[config.mk]
export PLATFORM = sky130hd
export DESIGN_NAME = usb2_ulpi_regq
export DESIGN_NICKNAME = d
export VERILOG_FILES = /design/src/rtl/usb2_ulpi_regq.sv
export SDC_FILE = /design/constraint.sdc
export NUM_CORES = 1
export LEC_CHECK = 0
export CORE_MARGIN = 3
export CORE_UTILIZATION = 26
export DETAILED_ROUTE_END_ITERATION = 8
export GPL_TIMING_DRIVEN = 0
export SYNTH_ARGS = -nofsm -noshare
export SYNTH_HDL_FRONTEND = slang
export SYNTH_SLANG_ARGS = --single-unit
[constraint.sdc]
create_clock -name phy_clk -period 2.54 [get_ports phy_clk]
set_input_delay 0.381 -clock phy_clk [delete_from_list [all_inputs] [get_ports phy_clk]]
set_output_delay 0.381 -clock phy_clk [all_outputs]
set_load 0.1 [all_outputs]
[src/rtl/usb2_ulpi_regq.sv]
// ============================================================================
// Module   : usb2_ulpi_regq
// Brief    : Queued ULPI register-access engine. Supports immediate and
//            extended addressing, bus arbitration, DIR pre-emption with retry,
//            access timeout and RX_CMD capture.
//            Optional feature macro: ULPI_REG_READBACK_EN (write readback and
//            compare).
// Revision : 1.0 - initial release
// ============================================================================
`default_nettype none

module usb2_ulpi_regq #(
    parameter int QUEUE_DEPTH    = 4,
    parameter int TIMEOUT_CYCLES = 255,
    parameter int MAX_RETRY      = 3
) (
    input  logic       phy_clk,
    input  logic       reset,
    input  logic [7:0] phy_d_in,
    output logic [7:0] phy_d_out,
    output logic       phy_d_oe,
    input  logic       phy_dir,
    input  logic       phy_nxt,
    output logic       phy_stp,
    output logic       bus_req,
    input  logic       bus_gnt,
    input  logic       req_valid,
    output logic       req_ready,
    input  logic       req_write,
    input  logic [7:0] req_addr,
    input  logic [7:0] req_wdata,
    output logic       rsp_valid,
    output logic [7:0] rsp_rdata,
    output logic       rsp_error,
    output logic [7:0] rx_cmd,
    output logic       rx_cmd_valid,
    output logic       busy
);

    localparam int AW = (QUEUE_DEPTH > 1) ? $clog2(QUEUE_DEPTH) : 1;
    localparam int TW = $clog2(TIMEOUT_CYCLES + 1);
    localparam int RW = $clog2(MAX_RETRY + 2);

    typedef enum logic [3:0] {
        IDLE, WAIT_GNT, CMD, EXT, WDATA, STP, TURN, RDATA, ABORT
    } state_t;

    state_t        state;
    logic          dir_q;
    logic          ready_en;
    logic [16:0]   mem [QUEUE_DEPTH];
    logic [AW:0]   wr_ptr;
    logic [AW:0]   rd_ptr;
    logic          full;
    logic          empty;
    logic          push;
    logic          head_write;
    logic [7:0]    head_addr;
    logic [7:0]    head_wdata;
    logic          eff_write;
    logic          is_ext;
    logic [5:0]    addr_field;
    logic [7:0]    tx_cmd;
    logic [TW-1:0] timer;
    logic [RW-1:0] retry_cnt;
    logic          in_tx;
    logic          timeout;
    logic          abort_now;
    logic          fail_now;
`ifdef ULPI_REG_READBACK_EN
    logic          rb_phase;
    logic [7:0]    rb_mask;
`endif

    // FIFO status and head-of-queue decode
    assign full       = (wr_ptr[AW] != rd_ptr[AW]) && (wr_ptr[AW-1:0] == rd_ptr[AW-1:0]);
    assign empty      = (wr_ptr == rd_ptr);
    assign req_ready  = ~full & ready_en;
    assign push       = req_valid & req_ready;
    assign head_write = mem[rd_ptr[AW-1:0]][16];
    assign head_addr  = mem[rd_ptr[AW-1:0]][15:8];
    assign head_wdata = mem[rd_ptr[AW-1:0]][7:0];

`ifdef ULPI_REG_READBACK_EN
    // The readback pass of a write is issued as a read of the same address.
    assign eff_write  = head_write & ~rb_phase;
    // The Function Control Reset bit self-clears, so it is ignored in the compare.
    assign rb_mask    = (head_addr == 8'h04) ? 8'hDF : 8'hFF;
`else
    assign eff_write  = head_write;
`endif

    assign is_ext     = (head_addr >= 8'h2F);
    assign addr_field = is_ext ? 6'h2F : head_addr[5:0];
    assign tx_cmd     = {eff_write ? 2'b10 : 2'b11, addr_field};

    assign in_tx      = (state == CMD) || (state == EXT) || (state == WDATA);
    assign timeout    = (timer == TW'(TIMEOUT_CYCLES - 1));
    assign abort_now  = phy_dir && (in_tx || ((state == TURN) && phy_nxt));
    assign fail_now   = !phy_dir && timeout && ((state == TURN) || (in_tx && !phy_nxt));

    // Link drives the pad only when the PHY has not owned it this or last cycle.
    assign phy_d_oe   = ~phy_dir & ~dir_q;
    assign busy       = ~empty | (state != IDLE);

    // DIR history; starting high keeps the pad released until the first clock.
    always_ff @(posedge phy_clk or posedge reset) begin
        if (reset) begin
            dir_q    <= 1'b1;
            ready_en <= 1'b0;
        end else begin
            dir_q    <= phy_dir;
            ready_en <= 1'b1;
        end
    end

    // Request storage; contents need no reset because the pointers qualify them.
    always_ff @(posedge phy_clk) begin
        if (push) mem[wr_ptr[AW-1:0]] <= {req_write, req_addr, req_wdata};
    end

    // Write pointer advances on every accepted request.
    always_ff @(posedge phy_clk or posedge reset) begin
        if (reset)     wr_ptr <= '0;
        else if (push) wr_ptr <= wr_ptr + 1'b1;
    end

    // Register-access sequencer with registered pad and response outputs.
    always_ff @(posedge phy_clk or posedge reset) begin
        if (reset) begin
            state     <= IDLE;
            phy_d_out <= 8'h00;
            phy_stp   <= 1'b0;
            bus_req   <= 1'b0;
            rsp_valid <= 1'b0;
            rsp_error <= 1'b0;
            rsp_rdata <= 8'h00;
            rd_ptr    <= '0;
            retry_cnt <= '0;
            timer     <= '0;
`ifdef ULPI_REG_READBACK_EN
            rb_phase  <= 1'b0;
`endif
        end else begin
            rsp_valid <= 1'b0;
            rsp_error <= 1'b0;
            phy_stp   <= 1'b0;
            timer     <= (in_tx || (state == TURN)) ? timer + 1'b1 : '0;
            if (fail_now) begin
                // No answer from the PHY: give up on this request.
                state     <= IDLE;
                phy_d_out <= 8'h00;
                bus_req   <= 1'b0;
                rsp_valid <= 1'b1;
                rsp_error <= 1'b1;
                rsp_rdata <= 8'h00;
                rd_ptr    <= rd_ptr + 1'b1;
                retry_cnt <= '0;
                timer     <= '0;
`ifdef ULPI_REG_READBACK_EN
                rb_phase  <= 1'b0;
`endif
            end else if (abort_now) begin
                // PHY took the bus: release everything and retry later.
                state     <= ABORT;
                phy_d_out <= 8'h00;
                bus_req   <= 1'b0;
                retry_cnt <= retry_cnt + 1'b1;
                timer     <= '0;
            end else begin
                case (state)
                    IDLE: begin
                        if (!empty && !phy_dir) begin
                            bus_req <= 1'b1;
                            state   <= WAIT_GNT;
                        end
                    end
                    WAIT_GNT: begin
                        if (bus_gnt && !phy_dir) begin
                            phy_d_out <= tx_cmd;
                            state     <= CMD;
                            timer     <= '0;
                        end
                    end
                    CMD: begin
                        if (phy_nxt) begin
                            timer <= '0;
                            if (is_ext) begin
                                phy_d_out <= head_addr;
                                state     <= EXT;
                            end else if (eff_write) begin
                                phy_d_out <= head_wdata;
                                state     <= WDATA;
                            end else begin
                                phy_d_out <= 8'h00;
                                state     <= TURN;
                            end
                        end
                    end
                    EXT: begin
                        if (phy_nxt) begin
                            timer     <= '0;
                            phy_d_out <= eff_write ? head_wdata : 8'h00;
                            state     <= eff_write ? WDATA : TURN;
                        end
                    end
                    WDATA: begin
                        if (phy_nxt) begin
                            phy_d_out <= 8'h00;
                            phy_stp   <= 1'b1;
                            state     <= STP;
                            timer     <= '0;
                        end
                    end
                    STP: begin
`ifdef ULPI_REG_READBACK_EN
                        rb_phase  <= 1'b1;
                        phy_d_out <= {2'b11, addr_field};
                        state     <= CMD;
`else
                        rsp_valid <= 1'b1;
                        rsp_rdata <= 8'h00;
                        bus_req   <= 1'b0;
                        rd_ptr    <= rd_ptr + 1'b1;
                        retry_cnt <= '0;
                        state     <= IDLE;
`endif
                    end
                    TURN: begin
                        if (phy_dir) begin
                            state <= RDATA;
                            timer <= '0;
                        end
                    end
                    RDATA: begin
`ifdef ULPI_REG_READBACK_EN
                        if (rb_phase) rsp_error <= |((phy_d_in ^ head_wdata) & rb_mask);
                        rb_phase  <= 1'b0;
`endif
                        rsp_valid <= 1'b1;
                        rsp_rdata <= phy_d_in;
                        bus_req   <= 1'b0;
                        rd_ptr    <= rd_ptr + 1'b1;
                        retry_cnt <= '0;
                        state     <= IDLE;
                    end
                    ABORT: begin
                        if (!phy_dir) begin
                            state <= IDLE;
                            if (retry_cnt > RW'(MAX_RETRY)) begin
                                rsp_valid <= 1'b1;
                                rsp_error <= 1'b1;
                                rsp_rdata <= 8'h00;
                                rd_ptr    <= rd_ptr + 1'b1;
                                retry_cnt <= '0;
`ifdef ULPI_REG_READBACK_EN
                                rb_phase  <= 1'b0;
`endif
                            end
                        end
                    end
                    default: state <= IDLE;
                endcase
            end
        end
    end

    // RX_CMD capture: a held-DIR byte without NXT that is not register read data.
    always_ff @(posedge phy_clk or posedge reset) begin
        if (reset) begin
            rx_cmd       <= 8'h00;
            rx_cmd_valid <= 1'b0;
        end else begin
            rx_cmd_valid <= 1'b0;
            if (dir_q && phy_dir && !phy_nxt && (state != RDATA)) begin
                rx_cmd       <= phy_d_in;
                rx_cmd_valid <= 1'b1;
            end
        end
    end

endmodule

`default_nettype wire

== Word-level counts from Yosys, hierarchy flattened ==
Memory sizes are Yosys's and may differ from the RTL's.
Cells that the tools add are included.
Storage, ports and cells
  word-level logic and storage cells: 152
  memories kept: 1
  register bits after elaboration: 52
  output and inout bits: 32
  input bits: 31
  RAM bits: 68
Memories
  mem: depth 4, width 17, read ports 1, clocked after memory_dff 0, wr ports 1, line 51  | logic [16:0] mem [QUEUE_DEPTH];
Operators by class
  reductions and logical operators: 34
  muxes and demuxes: 64
  eq/ne operators: 24
  add/subtract/negate cells: 4
  bitwise operators: 8
  $lt $le $gt $ge: 2
Operators by type and width (number)
  $mux 8: 18
  $pmux 8 s3: 2
  $mux 4: 9
  $ne 4x4->1 const B: 8
  $pmux 8 s4: 1
  $pmux 4 s7: 1
  $mux 3: 9
  $mux 1: 18
  $eq 4x3->1 const B: 4
  $reduce_bool 4->1: 4
  $pmux 3 s2: 2
  $logic_and 1x1->1: 11
  $add 3x1->3 const B: 3
  $add 8x1->8 const B: 1
  $eq 4x2->1 const B: 2
  $eq 8x8->1 const B: 1
  $ge 8x6->1 const B: 1
  $reduce_and 4->1: 2
  $reduce_and 7->1: 1
  $mux 6: 1
  $ne 3x3->1 const B: 2
  $reduce_bool 6->1: 1
  $logic_or 1x1->1: 5
  $reduce_and 5->1: 1
  20 further kinds: 28

== Depth between registers and ports, before layout ==
  depth after elaboration: 9
  depth in mapped cells: 8
  depth with buffers taken out: 8

== Worst setup path after synthesis ==
No wires, ideal clock.
  kind: reg2reg
  start: register rd_ptr[1]
  end: memory mem[3][0], enable pin
  cell stages (with the launch flop): 6
  arrival: 4.006 ns
  library setup time: 0.377 ns
  slack: -1.843 ns
  required time: 2.163 ns
  clock period less this slack: 4.383 ns
  cell sequence: dfrtp_1 buf_2 xor2_1 nor2_1 a21boi_0 and3_1
Between the ends
  longest elaborated chain between the ends: 7
Ends and longest elaborated chain
  from (decl): line 53  | logic [AW:0] rd_ptr;
  from (signal assigned): line 157  | rd_ptr <= rd_ptr + 1'b1;
  from (signal assigned): line 224  | rd_ptr <= rd_ptr + 1'b1;
  from (signal assigned): line 243  | rd_ptr <= rd_ptr + 1'b1;
  $eq 2x2->1: line 76  | assign full = (wr_ptr[AW] != rd_ptr[AW]) && (wr_ptr[AW-1:0] == rd_ptr[AW-1:0]);
  $logic_and 1x1->1: line 76
  $not 1->1: line 78  | assign req_ready = ~full & ready_en;
  $and 1x1->1: line 78
  net req_ready: line 28  | output logic req_ready,
  $and 1x1->1: line 79  | assign push = req_valid & req_ready;
  $mux 1: line 119  | if (push) mem[wr_ptr[AW-1:0]] <= {req_write, req_addr, req_wdata};
  $mux 1 (implied by the code): line 119
  to (decl): line 51
The timed path passes the listed nets, and every way through them passes these cells.

== Final worst setup path ==
  start: register rd_ptr[0]
  end: output busy
Between the ends
  longest elaborated chain between the ends: 3
Ends and longest elaborated chain
  $eq 3x3->1: line 77  | assign empty = (wr_ptr == rd_ptr);
  $not 1->1: line 104  | assign busy = ~empty | (state != IDLE);
  $or 1x1->1: line 104
  to (decl): line 37  | output logic busy
No other way between the ends.

==> summary.md <==
| Metric | Value |
|---|---|
| Area of placed instances | between 6000 and 7000 sq um |
| Number of maximum-capacitance violations | 0 |
| Clk_lat worst skew | 410 ps |
| Remaining Overflow, GRT | 0 |
| DR WL/cell | 15.87 um |
| Horizontal die dimension | 147.1 um |
| Count leader, synth | sky130_fd_sc_hd__edfxtp_1 |
| Routed via count | 3231 |
| FF/Latch Area | 3344 sq um |
| Kind of launch point of the worst setup path | flip-flop |
| Clock period minus final worst setup slack | 2589 ps |
| Global-route wire length before repair | approximately 18000 um |
| Final setup violation count | 1 |
| Critical path capture point | busy |
| Top Ports | 63 |
| Share of final-layout standard cells stronger than drive strength 1 | between 20 and 25% |
| Post-detailed-route via-to-cell ratio | between 4 and 5 |
| Root cell of the clock tree | sky130_fd_sc_hd__clkbuf_16 |
| TritonCTS clock tree | built |
| Slew @ Worst Pin | 1010 ps |
| Share of synthesized area occupied by flip-flops and latches | 64.64% |
| Total clock sinks | 120 |
| Required time of the critical path | 2160 ps |
| Endpoint class of the critical path | output pin |
| Maximum operating frequency | around 390 MHz |
| Diode count | 0 |
| Setup slack of the worst register-to-register path | 30 ps |
| Pwr/cell area | 1358 nW/um^2 |
| Max FO, Critical Path | 2 |
| Buffers from clock root to sink, at most | 2 |
| Vias in the first global route | 3312 |
| Count of buffers inserted at the top-level ports | 62 |
| Detailed Route Iter0 Violations | 221 |
| Total routing resource utilization after global routing | 10.79% |
| Area fraction of the dominant cell type after synthesis | 39.47% |
| Destination of the worst register-to-register timing path | phy_d_out[0] |
| Count of endpoints failing hold in the final timing report | 0 |
| Pin count of the biggest net entering global routing | 42 |
| Routability congestion estimate from global placement | about 0.84 |
| Cell types occupying the most area after synthesis | sky130_fd_sc_hd__edfxtp_1 39%, sky130_fd_sc_hd__dfrtp_1 25%, sky130_fd_sc_hd__mux4_2 4.4% |
| Synth Instances | 349 |
| Mapped Avg Cell Area | 14.82 sq um |
| Classification of the worst-slack hold path | in -> async |
| Place WS | -719.0 ps |
| Synthesized cell area | 5174 sq um |
| Share of the clock period used by the worst path | 101.9% |
| Multi-input gate area in the final layout | 1815 sq um |
| Startpoint of the worst setup timing path | rd_ptr[0] |
| Main flop type after synthesis | sky130_fd_sc_hd__edfxtp_1 |
| Synth Register Bits | 120 |
| Number of different library cells in the post-synthesis netlist | 58 |
| Half-perimeter wire length after detailed placement | 7875 um |
| Cell types with the highest counts after synthesis | 68 x sky130_fd_sc_hd__edfxtp_1, 51 x sky130_fd_sc_hd__dfrtp_1, 26 x sky130_fd_sc_hd__nand2_1, 21 x sky130_fd_sc_hd__nor2_1, 12 x sky130_fd_sc_hd__mux2_2 |
| Reg2reg start | rd_ptr[0] |
| Yosys warning count | 0 |
| Worst slew slack as a fraction of its limit | 32.44% |
| Placeable core region | approximately 19000 sq um |
| DIE HEIGHT | 147.1 um |
| Number of fillers in the final layout | 1861 |
| Signed area change from the synthesized netlist to the final layout | 33.64% |
| Worst Setup Path Type | reg -> out |
| Fin Setup TNS | -49.35 ps |
| Design Power | ~0.0094 W |
| TritonCTS buffer count | 17 |
| Skew final | ~11 ps |
| Initial core utilization | 27.03% |
| Detailed Routing Iterations Pass 1 | 4 |
| Final ANT Viol Nets | 0 |
| Detailed Route WL | 11350 um |
| H-Tree Depth | 4 |
| Status | finished, violations left |
| Register clock-pin slew on the reported worst setup and hold paths | 60 ps |
| Drt drc | 0 |
| Number of slew-limit violations in the final report | 0 |
| Setup repair after global routing missed its margin | yes |
| Layout Utilization | between 30% and 40% |
| Net Count, Synth | just under 400 |
| Die Footprint | 21630 sq um |
| Count of flip-flops with a built-in enable after synthesis | 68 |
| Area of all placed cells without fillers | 6914 sq um |
| Largest area contributor in the synthesized netlist | sky130_fd_sc_hd__edfxtp_1 |
| Worst IR drop on VDD | 0.6398 mV |
| Final worst setup slack | -49.35 ps |
| Leak | 2.612 nW |
| Final-stage net count | 482 |
| Num rows | 50 |
| Antenna violations before repair | 0 |
| Worst path arrival time | 2210 ps |
| Cell depth of the worst flop-to-flop path | 9 |
| Async set-or-reset flop fraction in the synthesized netlist | a little over two fifths |
| Violations in the final reports | setup timing |
==> worst min path at each step <==
stage / slack, ps / from / end / cells past startpoint
after floorplan: 390 / phy_dir / dir_q / 0
after global placement: 470 / phy_d_out[6] / phy_d_out[6] / 2
after detailed placement: 480 / phy_d_out[4] / phy_d_out[4] / 2
after CTS: 220 / reset / rsp_rdata[3] / 2
after global routing: 260 / reset / rsp_rdata[3] / 2
final: 230 / reset / rsp_rdata[3] / 2
==> routing by layer <==
layer	GRT usage, %	vias to the layer above	wire [um]
li1	-	1532	-
met4	3.495	0	75
met1	13.49	1628	5003
met3	3.609	8	509
met5	0	-	0
met2	17.72	63	5760
==> what timing repair did <==
| item | 4_1_cts | 5_1_grt |
|---|---|---|
| pin swaps | 2 | 3 |
| gates resized for setup | 22 | 12 |
| setup buffers | 5 | 7 |
| hold buffers | 0 | 0 |
| endpoints found under the setup margin | 22 | 44 |
==> area by class of cell <==
type | instances | area share (%)
Clock buffer | 19 | 6.551
Sequential cell | 120 | 48.37
Tap cell | 260 | 4.705
Multi-Input combinational cell | 209 | 26.26
Clock inverter | 13 | 2.045
Timing Repair Buffer | 75 | 10.57
Buffer | 12 | 1.122
Inverter | 7 | 0.3800
==> worst max-delay path, stage by stage (launching register included) <==
cell and delay [ps]:
sky130_fd_sc_hd__dfrtp_1 410, sky130_fd_sc_hd__buf_8 140, sky130_fd_sc_hd__xor2_4 170, sky130_fd_sc_hd__or3_4 380, sky130_fd_sc_hd__or4b_4 510, sky130_fd_sc_hd__buf_12 190
==> registers in the layout, summed over array words and instances (netlist names) <==
name,flops
rsp_error,1
timer,8
rx_cmd_valid,1
dir_q,1
rd_ptr,3
mem,68
retry_cnt,3
wr_ptr,3
phy_d_out,8
bus_req,1
state,4
rsp_valid,1
rsp_rdata,8
rx_cmd,8
ready_en,1
phy_stp,1
==> cells by family after synthesis <==
kind of cell | Yosys count | share of synthesized area [%]
flip-flops | 120 | 64.64
XOR/XNOR | 13 | 2.201
multiplexers | 30 | 10.40
adder cells (fa/ha/maj) | 9 | 2.177
other | 1 | 0.07248
AO/OA/AOI/OAI | 54 | 7.763
buffers and inverters | 20 | 1.862
AND/OR/NAND/NOR | 102 | 10.88
==> stage by stage <==
| step | std cells | hold slack (ps) |
|---|---|---|
| after CTS | 709 | 222.4 |
| after global routing | 715 | 256.8 |
| after global placement | 671 | 468.1 |
| after floorplan | 349 | 385.5 |
| final | 715 | 234.3 |
| after detailed placement | 672 | 477.9 |
==> layout by cell type (no fill, tap or decap), types with 3 or more instances in the layout <==
cell	Yosys	final
sky130_fd_sc_hd__a211o_1	4	4
sky130_fd_sc_hd__a21oi_1	10	10
sky130_fd_sc_hd__a22o_1	8	8
sky130_fd_sc_hd__and2_1	6	6
sky130_fd_sc_hd__and3_1	5	4
sky130_fd_sc_hd__buf_2	5	5
sky130_fd_sc_hd__buf_4	0	12
sky130_fd_sc_hd__clkbuf_1	6	4
sky130_fd_sc_hd__clkbuf_16	0	17
sky130_fd_sc_hd__clkdlybuf4s50_1	0	59
sky130_fd_sc_hd__clkinv_2	0	3
sky130_fd_sc_hd__clkinvlp_4	0	3
sky130_fd_sc_hd__dfrtp_1	51	51
sky130_fd_sc_hd__edfxtp_1	68	68
sky130_fd_sc_hd__ha_1	9	9
sky130_fd_sc_hd__inv_1	7	6
sky130_fd_sc_hd__inv_6	0	4
sky130_fd_sc_hd__mux2_2	12	12
sky130_fd_sc_hd__mux4_1	6	5
sky130_fd_sc_hd__mux4_2	10	11
sky130_fd_sc_hd__nand2_1	26	26
sky130_fd_sc_hd__nand3_1	9	9
sky130_fd_sc_hd__nor2_1	21	21
sky130_fd_sc_hd__nor2b_1	3	3
sky130_fd_sc_hd__nor3_1	7	7
sky130_fd_sc_hd__nor3_4	3	4
sky130_fd_sc_hd__o21ai_0	8	8
sky130_fd_sc_hd__o21ai_1	5	5
sky130_fd_sc_hd__xnor2_1	3	3
sky130_fd_sc_hd__xor2_1	10	9
==> report_power, final <==
part           switching [W]  leakage [nW]  internal [W]
combinational        0.00286          1.04       0.00145
clock               0.000860         0.287       0.00150
sequential          0.000233          1.28       0.00249
total                0.00395          2.61       0.00544
Power figures use the tool's default switching activity.
